## src/rtl/vga_sync_decoder.sv

```systemverilog
// rtl/vga_sync_decoder.sv - recovers 640x480@60 pixel position, lock state and frame checksum from a VGA sync stream
module vga_sync_decoder (
  input  logic        clk_25_175_i,
  input  logic        rst_i,
  input  logic        hsync_i,
  input  logic        vsync_i,
  input  logic [3:0]  red_i,
  input  logic [3:0]  green_i,
  input  logic [3:0]  blue_i,
  output logic [9:0]  position_x_o,
  output logic [9:0]  position_y_o,
  output logic        visible_o,
  output logic        locked_o,
  output logic        frame_o,
  output logic [15:0] frame_sum_o,
  output logic [7:0]  err_count_o
);

  typedef enum logic [1:0] {SEARCH, H_LOCK, LOCKED} state_t;

  state_t      state_q, state_d;
  logic        hs_prev, vs_prev;
  logic [9:0]  h_q, v_q, h_d, v_d;
  logic [15:0] acc_q, acc_sum, pix;
  logic        hs_fall, vs_fall, hs_exp, vs_exp, hs_mis, vs_mis;
  logic        err, lock_d, vis_d, frame_d;

  assign hs_fall = hs_prev & ~hsync_i;
  assign vs_fall = vs_prev & ~vsync_i;

  always_comb begin
    h_d = h_q;
    v_d = v_q;
    if (hs_fall)
      h_d = 10'd656;
    else if (h_q == 10'd799)
      h_d = 10'd0;
    else
      h_d = h_q + 10'd1;
    // a column load from an hsync edge suppresses the row advance
    if (vs_fall)
      v_d = 10'd490;
    else if (!hs_fall && h_q == 10'd799)
      v_d = (v_q == 10'd524) ? 10'd0 : v_q + 10'd1;
  end

  assign hs_exp = !(h_d >= 10'd656 && h_d <= 10'd751);
  assign vs_exp = !(v_d >= 10'd490 && v_d <= 10'd491);
  assign hs_mis = (hsync_i != hs_exp);
  assign vs_mis = (h_d == 10'd0) && (vsync_i != vs_exp);

  always_comb begin
    state_d = state_q;
    err     = 1'b0;
    case (state_q)
      SEARCH: begin
        if (hs_fall)
          state_d = H_LOCK;
      end
      H_LOCK: begin
        if (hs_mis) begin
          err     = 1'b1;
          state_d = SEARCH;
        end else if (vs_fall) begin
          state_d = LOCKED;
        end
      end
      LOCKED: begin
        if (hs_mis) begin
          err     = 1'b1;
          state_d = SEARCH;
        end else if (vs_mis) begin
          err     = 1'b1;
          state_d = H_LOCK;
        end
      end
      default: state_d = SEARCH;
    endcase
  end

  assign lock_d  = (state_d == LOCKED);
  assign vis_d   = lock_d && (h_d < 10'd640) && (v_d < 10'd480);
  assign frame_d = lock_d && (h_d == 10'd799) && (v_d == 10'd524);
  assign pix     = 16'(red_i) + 16'(green_i) + 16'(blue_i);
  assign acc_sum = acc_q + (vis_d ? pix : 16'd0);

  always_ff @(posedge clk_25_175_i) begin
    if (rst_i) begin
      state_q     <= SEARCH;
      hs_prev     <= 1'b0;
      vs_prev     <= 1'b0;
      h_q         <= 10'd0;
      v_q         <= 10'd0;
      acc_q       <= 16'd0;
      visible_o   <= 1'b0;
      frame_o     <= 1'b0;
      frame_sum_o <= 16'd0;
      err_count_o <= 8'd0;
    end else begin
      state_q   <= state_d;
      hs_prev   <= hsync_i;
      vs_prev   <= vsync_i;
      h_q       <= h_d;
      v_q       <= v_d;
      visible_o <= vis_d;
      frame_o   <= frame_d;
      if (frame_d) begin
        frame_sum_o <= acc_sum;
        acc_q       <= 16'd0;
      end else if (!lock_d) begin
        acc_q <= 16'd0;
      end else begin
        acc_q <= acc_sum;
      end
      if (err && err_count_o != 8'd255)
        err_count_o <= err_count_o + 8'd1;
    end
  end

  assign locked_o     = (state_q == LOCKED);
  assign position_x_o = h_q;
  assign position_y_o = v_q;

endmodule

```

## config.mk

```make
export PLATFORM = sky130hd
export DESIGN_NAME = vga_sync_decoder
export DESIGN_NICKNAME = d
export VERILOG_FILES = /design/src/rtl/vga_sync_decoder.sv
export SDC_FILE = /design/constraint.sdc
export NUM_CORES = 1
export LEC_CHECK = 0
export CAP_MARGIN = 20
export CORE_MARGIN = 3
export CORE_UTILIZATION = 55
export DETAILED_ROUTE_END_ITERATION = 6
export PLACE_DENSITY = 0.81
export SETUP_SLACK_MARGIN = 0.02
export SYNTH_ARGS = -nofsm -noshare
export SYNTH_HDL_FRONTEND = slang
export SYNTH_SLANG_ARGS = --single-unit
```

## constraint.sdc

```tcl
create_clock -name clk_25_175_i -period 6.25 [get_ports clk_25_175_i]
set_clock_uncertainty 0.05 [all_clocks]
set_input_delay 0.625 -clock clk_25_175_i [delete_from_list [all_inputs] [get_ports clk_25_175_i]]
set_output_delay 0.625 -clock clk_25_175_i [all_outputs]
set_load 0.005 [all_outputs]
```

==> run metrics, run 1 <==
setup slack, reg-to-reg=470 ps; share of cells above drive strength 1=0.113; die area=8470 sq um; period utilization=0.924; die width=a little over 90 microns; M1 GR Usage=0.317; global route overflow=0; initial antenna violation count=0; first-pass GRT wire length=16.3 mm; Max-Cap Viols=0; startpoint types=register; commonest non-fill, non-tap cells in the layout=dfxtp_1 (66), clkdlybuf4s50_1 (61), nor2_1 (41), nor3_1 (32), a21oi_1 (32); Slew headroom=0.483; WP data arrival=5960 ps; GP Congestion=roughly 0.90; GR met2 Demand/Resource=0.375; Syn Nets=514; worst-path fanout max=11; clock-pin slew on the worst setup and hold paths=80 ps; Syn. warnings=0; routed len/inst=15.3 microns; DRT Pass-1 Iters=5; Area Growth Syn to Fin=22.7%; Initial Utilization=0.583; Post-CTS Setup Inserts=0; worst r2r path cells=20; Fin. Hold Viols=0; worst setup path start=position_x_o[0]; outcome=completed; DR vias/cell=5.90; Peak VDD IR=137 uV; sequential area share after synthesis=0.324; Boundary Pins=63; clk buf depth=2; min Tclk post-route=5780 ps; Post-DRT Antenna Nets=0; Final Setup Violations=0; CP Class=reg -> reg; commonest non-fill, non-tap cell in the layout=dfxtp_1; fin worst setup slack=roughly 470 ps; core area=6980 sq um; XOR/XNOR share of the synthesized area=0.0430; pwr dens=196 nW/um^2; Overall Power=around 0.98 mW; residual DRC count=0; setup TNS=0 ps; post-synth cell types=65; Gate Count Post-Synth=475; Fillers=546; RSZ-0062 raised after global routing=no; Worst Path Required=6440 ps; vias post-DR=3739; H-tree levels=3; TritonCTS clock tree=yes; ys flop type=dfxtp_1; GRT Max-Usage Layer=met2; total CTS buffers=9; drt total wl=approximately 9.7 mm; number of global-route vias before repair=3500; I/O Buffers=slightly above 60; Hold Buf Count CTS=0; ys async rst share=0; worst skew pair latency=340 ps; register bit total from synthesis=66; Syn Area/Cell=about 8.6 sq um; Worst Hold Depth=2; hpwl dp=7.13 mm; largest net degree at the start of global routing=63; final net count=573; compound-cell area share of the yosys netlist=0.151; Min-Delay Path Class=reg -> reg; # resized after CTS=0; met3 GRT Util=0.0525; Post-Synthesis Cell Area=4070 sq um; Detailed Route Iter0 Violations=231; FP Rows=30; Post-Synth Simple-Gate Area=0.293; worst r2r dst=frame_sum_o[13]; Post-synth EDFFs=0; Layout Utilization=0.716; Endpoint, Worst Hold=frame_sum_o[6]; TritonCTS Sinks=66; Tightest Pin Transition=about 770 ps; adder-cell share of the synthesized area=0.0817; Die Ht=92.1 microns; critical path capture point type=register; Leak=1.85 nW; reg2reg start=position_x_o[0]; upper clock frequency limit=173 MHz; proportion of synthesized area in mux cells=0.0568; Antenna Cells=0; largest family of logic cells by synthesized area=simple AND/OR/NAND/NOR gates; Hold Startpoint=frame_sum_o[6]; Root Driver=clkbuf_8; max-slew violations=0; Overall Global Routing Usage=0.235; DP Worst Slack=415 ps
==> synthesized netlist by cell type (11+ instances only) <==
| master | instances | area share |
|---|---|---|
| nor2_1 | 41 | 0.038 |
| dfxtp_1 | 66 | 0.32 |
| xnor2_1 | 11 | 0.024 |
| mux2_2 | 16 | 0.044 |
| ha_1 | 17 | 0.052 |
| nand2_1 | 21 | 0.019 |
| o21ai_0 | 11 | 0.014 |
| inv_1 | 25 | 0.023 |
| nor3_1 | 32 | 0.039 |
| nand3_1 | 19 | 0.023 |
| nor2b_1 | 23 | 0.035 |
| clkbuf_1 | 11 | 0.010 |
| a21oi_1 | 32 | 0.039 |
==> final cells by class <==
| cell class | count | area, sq um | share of cell area |
|---|---|---|---|
| Multi-Input combinational cell | 362 | 2550 | 0.510 |
| Sequential cell | 66 | 1320 | 0.264 |
| Timing Repair Buffer | 70 | 676 | 0.135 |
| Clock buffer | 9 | 124 | 0.0248 |
| Tap cell | 96 | 120 | 0.0240 |
| Clock inverter | 6 | 115 | 0.0230 |
| Inverter | 25 | 93.8 | 0.0188 |
==> registers in the layout, summed over array words and instances, names as in the netlist <==
register      count
position_y_o     10
vs_prev           1
position_x_o     10
acc_q            16
frame_sum_o      16
state_q           2
frame_o           1
visible_o         1
hs_prev           1
err_count_o       8
==> worst max path at each step <==
| stage | slack, ps | end | depth (start not counted) |
|---|---|---|---|
| 2_1_floorplan | 990 | frame_sum_o[10] | 25 |
| 3_3_place_gp | 530 | frame_sum_o[11] | 20 |
| 3_5_place_dp | 410 | frame_sum_o[8] | 22 |
| 4_1_cts | 490 | frame_sum_o[11] | 20 |
| 5_1_grt | 160 | frame_sum_o[11] | 20 |
| 6_report | 470 | frame_sum_o[13] | 20 |
==> critical path, cell delays in order, from the launching register on <==
cell	delay, ps
dfxtp_1	460
ha_1	410
nand4_2	280
or4_4	560
o31ai_4	280
nor2_2	80
or4b_4	530
or4_4	520
nand2_1	110
a211o_2	250
nor3_1	70
ha_1	270
a21o_1	170
a21oi_1	200
o21ai_0	110
a21o_1	210
a21oi_1	360
nand4b_1	190
xor2_1	210
nor2_1	60
mux2_2	270
==> through the flow <==
step | instance area, sq um | instances | hold slack (ps)
CTS | 5000 | 634 | 435
global placement | 4760 | 619 | 414
global route | 5000 | 634 | 453
floorplan | 4070 | 475 | 419
detailed placement | 4760 | 619 | 426
finish | 5000 | 634 | 429
==> power by group <==
part | switching [mW] | leakage [nW] | internal, mW | total, mW
Sequential | 0.0100 | 0.534 | 0.426 | 0.436
Combinational | 0.0580 | 1.20 | 0.0502 | 0.108
Clock | 0.171 | 0.116 | 0.265 | 0.435
==> logic make-up (layout without fill, tap and decap cells) <==
logic type | after synthesis | count (layout)
buffers and inverters | 47 | 110
muxes | 21 | 21
AOI/OAI and AO/OA | 89 | 89
adders and majority gates | 23 | 23
and+or+nand+nor | 209 | 209
DFF | 66 | 66
xor gates and xnor gates | 20 | 20
==> layer usage <==
metal | vias up | wire length (microns)
met3 | 11 | 601
met1 | 1770 | 4540
met4 | 0 | 123
met5 | - | 0
met2 | 121 | 4440
li1 | 1837 | -
(Power assumes the default switching activity.)
==> run 2, diff against run 1 <==
--- a/config.mk
+++ b/config.mk
@@ -5,11 +5,12 @@
 export SDC_FILE = /design/constraint.sdc
 export NUM_CORES = 1
 export LEC_CHECK = 0
+export ABC_AREA = 1
 export CAP_MARGIN = 20
 export CORE_MARGIN = 3
-export CORE_UTILIZATION = 55
+export CORE_UTILIZATION = 54
 export DETAILED_ROUTE_END_ITERATION = 6
-export PLACE_DENSITY = 0.81
+export PLACE_DENSITY = 0.8
 export SETUP_SLACK_MARGIN = 0.02
 export SYNTH_ARGS = -nofsm -noshare
 export SYNTH_HDL_FRONTEND = slang
==> run 2 against run 1 <==
Register-to-register slack better by 540 ps. Combinational power fell by 9.9%. Final area shrank 1.3%. Flip-flop and latch count is the same. Final cell count rose by 20%. Die area rose by 1.1%. Sequential share of layout area rose by 0.34 points. Non-clock buffer count decreased by 5. Synthesized area decreased by 0.68%.
==> run metrics, run 2 <==
worst-path fanout max=9 (was 11); reg2reg start=position_x_o[0] (unchanged); Worst path max stage delay=510 ps (was 560 ps); Tightest Pin Transition=1010 ps (was 770 ps); # resized after CTS=0 (unchanged); routed len/inst=12.9 microns (was 15.3 microns); Hold Startpoint=frame_sum_o[4] (was frame_sum_o[6]); largest cells by area after synthesis=dfxtp_1 (33%), nand2_1 (13%), nor2_1 (8.4%), inv_1 (7.1%), nand3_1 (6.7%) (was dfxtp_1 (32%), ha_1 (5.2%), mux2_2 (4.4%), a21oi_1 (3.9%), nor3_1 (3.9%)); upper clock frequency limit=187 MHz (was 173 MHz); global route overflow=0 (unchanged); max-slew violations=0 (unchanged); worst r2r dst=frame_sum_o[14] (was frame_sum_o[13]); hpwl dp=7.47 mm (was 7.13 mm); Endpoint, Worst Hold=frame_sum_o[4] (was frame_sum_o[6]); vias post-DR=4037 (was 3739); commonest non-fill, non-tap cells in the layout=nand2_1 (138), nor2_1 (90), inv_1 (76), dfxtp_1 (66), clkdlybuf4s50_1 (62) (was dfxtp_1 (66), clkdlybuf4s50_1 (61), nor2_1 (41), nor3_1 (32), a21oi_1 (32)); leading registers by flop count=acc_q (16), frame_sum_o (16) (unchanged); met2 WL post-DR=4.79 mm (was 4.44 mm); met3 WL post-DR=538 microns (was 601 microns); Fin. Hold Viols=0 (unchanged); core area=7020 sq um (was 6980 sq um); die width=92.6 microns (was 92.1 microns); ys async rst share=0 (unchanged); initial antenna violation count=0 (unchanged); sequential area share after synthesis=0.327 (was 0.324); RSZ-0062 raised after global routing=no (unchanged); leading area contributor after synthesis=dfxtp_1 (unchanged); Crit-path slowest cell=clkdlybuf4s50_1 (was or4_4); worst r2r path cells=33 (was 20); Antenna Cells=0 (unchanged); Root Driver=clkbuf_8 (unchanged); die area=8570 sq um (was 8470 sq um); drt total wl=9.84 mm (was 9.70 mm); ys flop type=dfxtp_1 (unchanged); final net count=699 (was 573); H-tree levels=3 (unchanged); Overall Global Routing Usage=0.242 (was 0.235); Syn. warnings=0 (unchanged); min Tclk post-route=5360 ps (was 5780 ps); worst skew pair latency=350 ps (was 340 ps); Max-Cap Viols=0 (unchanged); Comb power frac=0.109 (was 0.110); Post-CTS Setup Inserts=0 (unchanged); TritonCTS Sinks=66 (unchanged); sequential share of power=0.488 (was 0.445); first-pass GRT wire length=17.0 mm (was 16.3 mm); Boundary Pins=63 (unchanged); share of cells above drive strength 1=0.0842 (was 0.113); FP Rows=30 (unchanged); Die Ht=92.6 microns (was 92.1 microns); total CTS buffers=9 (unchanged); clk buf depth=2 (unchanged); number of global-route vias before repair=3820 (was 3500); Post-DRT Antenna Nets=0 (unchanged); Min-Delay Path Class=reg -> reg (unchanged); Post-Synthesis Cell Area=4050 sq um (was 4070 sq um); startpoint types=primary input (was register); DRT Pass-1 Iters=4 (was 5); CP Class=in -> reg (was reg -> reg); Clock Power Share=0.402 (was 0.444); Worst Path Required=6440 ps (about the same); Slew headroom=0.327 (was 0.483); Final Setup Violations=0 (unchanged); register bit total from synthesis=66 (unchanged); Synth top area share=0.327 (was 0.324); Hold Buf Count CTS=0 (unchanged); commonest non-fill, non-tap cell in the layout=nand2_1 (was dfxtp_1); switching portion of total power=0.268 (was 0.243); Leak=2.14 nW (was 1.85 nW); Gate Count Post-Synth=596 (was 475); GP Congestion=0.938 (was 0.895); Sw Pwr=0.238 mW (was 0.239 mW); Area Growth Syn to Fin=22.0% (was 22.7%); most frequent cells after synthesis=nand2_1 (138), nor2_1 (90), inv_1 (76) (was dfxtp_1 (66), nor2_1 (41), a21oi_1 (32), nor3_1 (32), inv_1 (25)); WP data arrival=5550 ps (was 5960 ps); pwr dens=180 nW/um^2 (was 196 nW/um^2); DR vias/cell=5.30 (was 5.90); period utilization=0.857 (was 0.924); post-synth cell types=41 (was 65); critical path capture point type=register (unchanged); Syn Area/Cell=6.79 sq um (was 8.57 sq um); Layout Utilization=0.703 (was 0.716); Syn Nets=635 (was 514); Crit path buffers/inverters=5 (was 0); Worst Hold Depth=2 (unchanged); Top cell by count, worst path=nand2_1; Post-synth EDFFs=0 (unchanged); clock-pin slew on the worst setup and hold paths=80 ps (about the same); Detailed Route Iter0 Violations=299 (was 231); outcome=completed (unchanged); setup slack, reg-to-reg=1010 ps (was 470 ps); Peak VDD IR=121 uV (was 137 uV); largest net degree at the start of global routing=35 (was 63); Initial Utilization=0.576 (was 0.583); residual DRC count=0 (unchanged); cell family with most CP delay=simple AND/OR/NAND/NOR gates (unchanged); metal1 wirelength=4.42 mm (was 4.54 mm); I/O Buffers=62 (unchanged); most frequent cell after synthesis=nand2_1 (was dfxtp_1); P_int=0.651 mW (was 0.741 mW); TritonCTS clock tree=yes (unchanged); top routing layer used=met4 (unchanged); Fillers=637 (was 546); setup TNS=0 ps (unchanged)
-- run 2: cell count changes after synthesis, moves of 9 or more --
cell	before	now
nor2_1	41	90
nor4b_1	9	0
nand4_1	2	14
nand3_1	19	54
nor2b_1	23	0
nand2b_1	9	0
nor2_2	1	15
mux2_2	16	0
nor3_1	32	11
nand2_1	21	138
inv_1	25	76
-- run 2: worst max-delay path by stage --
stage | start | endpoint | slack [ps] | cells after the start
final | hsync_i | frame_sum_o[14] | 890 | 33
after global routing | hsync_i | frame_sum_o[14] | 360 | 31
after CTS | hsync_i | frame_sum_o[14] | 920 | 33
after detailed placement | hsync_i | frame_sum_o[14] | 580 | 33
after global placement | hsync_i | frame_sum_o[14] | 810 | 31
after floorplan | hsync_i | frame_sum_o[14] | 1740 | 32
-- run 2: power groups by stage --
stage / Combinational (mW) / Sequential, mW / Clock (mW)
4_1_cts: 0.0972 / 0.434 / 0.361
6_report: 0.0973 / 0.434 / 0.357
3_3_place_gp: 0.0949 / 0.443 / 0
5_1_grt: 0.111 / 0.435 / 0.384
3_5_place_dp: 0.0962 / 0.444 / 0
2_1_floorplan: 0.0609 / 0.442 / 0
-- run 2: logic make-up after synthesis --
| group | synth area share |
|---|---|
| AOI/OAI and AO/OA | 0.0718 |
| and+or+nand+nor | 0.388 |
| adders and majority gates | 0.0823 |
| buffers and inverters | 0.0928 |
| xor gates and xnor gates | 0.0390 |
| DFF | 0.327 |
-- run 2: worst register-to-register path, delay by kind of cell, from the launching register on --
family	cells	cell delay, ps
AND/OR/NAND/NOR	24	3020
adder cells (fa/ha/maj)	3	890
AO/OA/AOI/OAI	2	450
flip-flops	1	400
buffers and inverters	3	200
XOR/XNOR	1	130
-- run 2: routing by layer --
metal | up-vias | track usage
li1 | 2026 | -
met1 | 1877 | 0.316
met2 | 123 | 0.406
met3 | 11 | 0.0398
met4 | 0 | 0.0804
met5 | - | 0
-- run 2: metrics by stage --
step | total power [mW] | hold WS, ps | std cells | worst slack (ps) | cell area [sq um]
3_5_place_dp | 0.540 | 419 | 745 | 583 | 4740
6_report | 0.889 | 433 | 761 | 894 | 4930
3_3_place_gp | 0.538 | 417 | 745 | 814 | 4740
4_1_cts | 0.893 | 439 | 761 | 924 | 4930
2_1_floorplan | 0.503 | 420 | 596 | 1740 | 4050
5_1_grt | 0.930 | 468 | 761 | 361 | 4930
-- run 2: area by class of cell --
cell class | count | area [sq um] | area share
tap | 96 | 120 | 0.0243
clock inverter | 7 | 70.1 | 0.0142
inverter | 82 | 308 | 0.0624
timing repair buffer | 65 | 643 | 0.130
sequential | 66 | 1320 | 0.268
multi-input combinational | 436 | 2350 | 0.476
clock buffer | 9 | 124 | 0.0251
==> run 3, diff against run 2 <==
--- a/config.mk
+++ b/config.mk
@@ -7,7 +7,7 @@
 export LEC_CHECK = 0
 export ABC_AREA = 1
 export CAP_MARGIN = 20
-export CORE_MARGIN = 3
+export CORE_MARGIN = 4
 export CORE_UTILIZATION = 54
 export DETAILED_ROUTE_END_ITERATION = 6
 export PLACE_DENSITY = 0.8
==> run 3 against run 2 <==
Sequential share of layout area down 0.45 points. Fmax down 0.51%. Register-to-register slack improved by 70 ps. Critical path type unchanged. Critical endpoint unchanged.
==> run metrics, run 3 (same netlist as run 2, synthesis figures left out) <==
outcome=completed (unchanged); Antenna Cells=0 (unchanged); worst r2r dst=frame_sum_o[14] (unchanged); Overall Global Routing Usage=0.233 (was 0.242); max-slew violations=0 (unchanged); GP Congestion=0.977 (was 0.938); Top cell by count, worst path=nand2_1 (unchanged); Worst path max stage delay=500 ps (was 510 ps); worst-path fanout max=34 (was 9); core area=7250 sq um (was 7020 sq um); die width=94.6 microns (was 92.6 microns); CP Class=in -> reg (unchanged); reg2reg start=position_x_o[0] (unchanged); Hold Startpoint=frame_sum_o[7] (was frame_sum_o[4]); Area Growth Syn to Fin=24.1% (was 22.0%); initial antenna violation count=0 (unchanged); Final Setup Violations=0 (unchanged); I/O Buffers=62 (unchanged); Worst Path Required=6440 ps (about the same); RSZ-0062 raised after global routing=no (unchanged); routed len/inst=12.8 microns (was 12.9 microns); WP data arrival=5580 ps (was 5550 ps); Overall Power=1.03 mW (was 0.889 mW); largest net degree at the start of global routing=35 (unchanged); Fillers=644 (was 637); pwr dens=204 nW/um^2 (was 180 nW/um^2); Post-Layout Cell Count=764 (was 761); worst r2r path cells=31 (was 33); Leak=2.18 nW (was 2.14 nW); dpl cells=748 (was 745); total CTS buffers=9 (unchanged); clock-pin slew on the worst setup and hold paths=80 ps (about the same); Boundary Pins=63 (unchanged); post-route cell area=5020 sq um (was 4930 sq um); die area=8940 sq um (was 8570 sq um); Max-Cap Viols=0 (unchanged); startpoint types=primary input (unchanged); number of global-route vias before repair=3818 (was 3820); residual DRC count=0 (unchanged); sequential share of power=0.423 (was 0.488); Worst Hold Depth=2 (unchanged); Slew headroom=0.295 (was 0.327); DRT Pass-1 Iters=4 (unchanged); Root Driver=clkbuf_8 (unchanged); cell family with most CP delay=simple AND/OR/NAND/NOR gates (unchanged); P_int=0.785 mW (was 0.651 mW); Crit-path slowest cell=clkdlybuf4s50_1 (unchanged); first-pass GRT wire length=16.8 mm (was 17.0 mm); Post-DP Area=4740 sq um (about the same); Clock Power Share=0.480 (was 0.402); Min-Delay Path Class=reg -> reg (unchanged); Die Ht=94.6 microns (was 92.6 microns); Comb power frac=0.097 (was 0.109); drt total wl=9.78 mm (was 9.84 mm); period utilization=0.861 (was 0.857); TritonCTS Sinks=66 (unchanged); hpwl dp=7.34 mm (was 7.47 mm); setup slack, reg-to-reg=1080 ps (was 1010 ps); Post-DRT Antenna Nets=0 (unchanged); clk buf depth=2 (unchanged); Crit path buffers/inverters=5 (unchanged); commonest non-fill, non-tap cells in the layout=nand2_1 (138), nor2_1 (90), inv_1 (76), dfxtp_1 (66), clkdlybuf4s50_1 (62) (unchanged); Tightest Pin Transition=1050 ps (was 1010 ps); FP Rows=31 (was 30); Post-CTS Setup Inserts=0 (unchanged); Endpoint, Worst Hold=frame_sum_o[7] (was frame_sum_o[4]); Hold Buf Count CTS=0 (unchanged); setup TNS=0 ps (unchanged); share of cells above drive strength 1=0.0842 (unchanged); # resized after CTS=0 (unchanged); critical path capture point type=register (unchanged); Detailed Route Iter0 Violations=239 (was 299); Peak VDD IR=170 uV (was 121 uV); switching portion of total power=0.234 (was 0.268); Fin. Hold Viols=0 (unchanged); TritonCTS clock tree=yes (unchanged); vias post-DR=3965 (was 4037); leading registers by flop count=acc_q (16), frame_sum_o (16) (unchanged); global route overflow=0 (unchanged); Sw Pwr=0.240 mW (was 0.238 mW); Initial Utilization=0.558 (was 0.576); upper clock frequency limit=186 MHz (was 187 MHz); worst skew pair latency=350 ps (about the same); hold slack=439 ps (was 433 ps); final net count=699 (unchanged); min Tclk post-route=5380 ps (was 5360 ps); H-tree levels=3 (unchanged); DR vias/cell=5.19 (was 5.30); commonest non-fill, non-tap cell in the layout=nand2_1 (unchanged)
-- run 3: final cells by class --
cell class,instances,area [sq um],area share
clock buffer,10,138,0.0274
timing repair buffer,65,643,0.128
inverter,82,308,0.0613
tap,99,124,0.0247
clock inverter,6,138,0.0274
sequential,66,1320,0.263
multi-input combinational,436,2350,0.468
-- run 3: per-stage QoR --
step	worst slack (ps)	util
after floorplan	1740	-
after global placement	787	0.654
after detailed placement	578	0.654
after CTS	919	0.692
after global routing	323	0.692
final	866	0.692
-- run 3: per-layer routing --
| layer | routed length (microns) | up-vias | GRT usage |
|---|---|---|---|
| li1 | - | 2017 | - |
| met4 | 302 | 0 | 0.117 |
| met3 | 450 | 30 | 0.0478 |
| met2 | 4620 | 121 | 0.384 |
| met5 | 0 | - | 0 |
| met1 | 4400 | 1797 | 0.290 |
-- run 3: how the worst max path moves through the flow --
stage | to | slack, ps | cells after the start | startpoint
4_1_cts | frame_sum_o[14] | 920 | 31 | hsync_i
2_1_floorplan | frame_sum_o[14] | 1740 | 32 | hsync_i
3_3_place_gp | frame_sum_o[14] | 790 | 33 | hsync_i
3_5_place_dp | frame_sum_o[14] | 580 | 31 | hsync_i
5_1_grt | frame_sum_o[15] | 320 | 33 | hsync_i
6_report | frame_sum_o[14] | 870 | 31 | hsync_i
-- run 3: tightest hold or removal path: stages (launching register included) --
cell and delay (ps):
dfxtp_1 330, a21oi_1 40, nor2_1 80
-- run 3: power groups by stage --
stage / clock network [mW] / logic (mW) / registers, mW
floorplan: 0 / 0.0609 / 0.442
global placement: 0 / 0.0959 / 0.443
detailed placement: 0 / 0.0981 / 0.444
CTS: 0.495 / 0.0992 / 0.434
global route: 0.518 / 0.111 / 0.435
finish: 0.492 / 0.0997 / 0.434
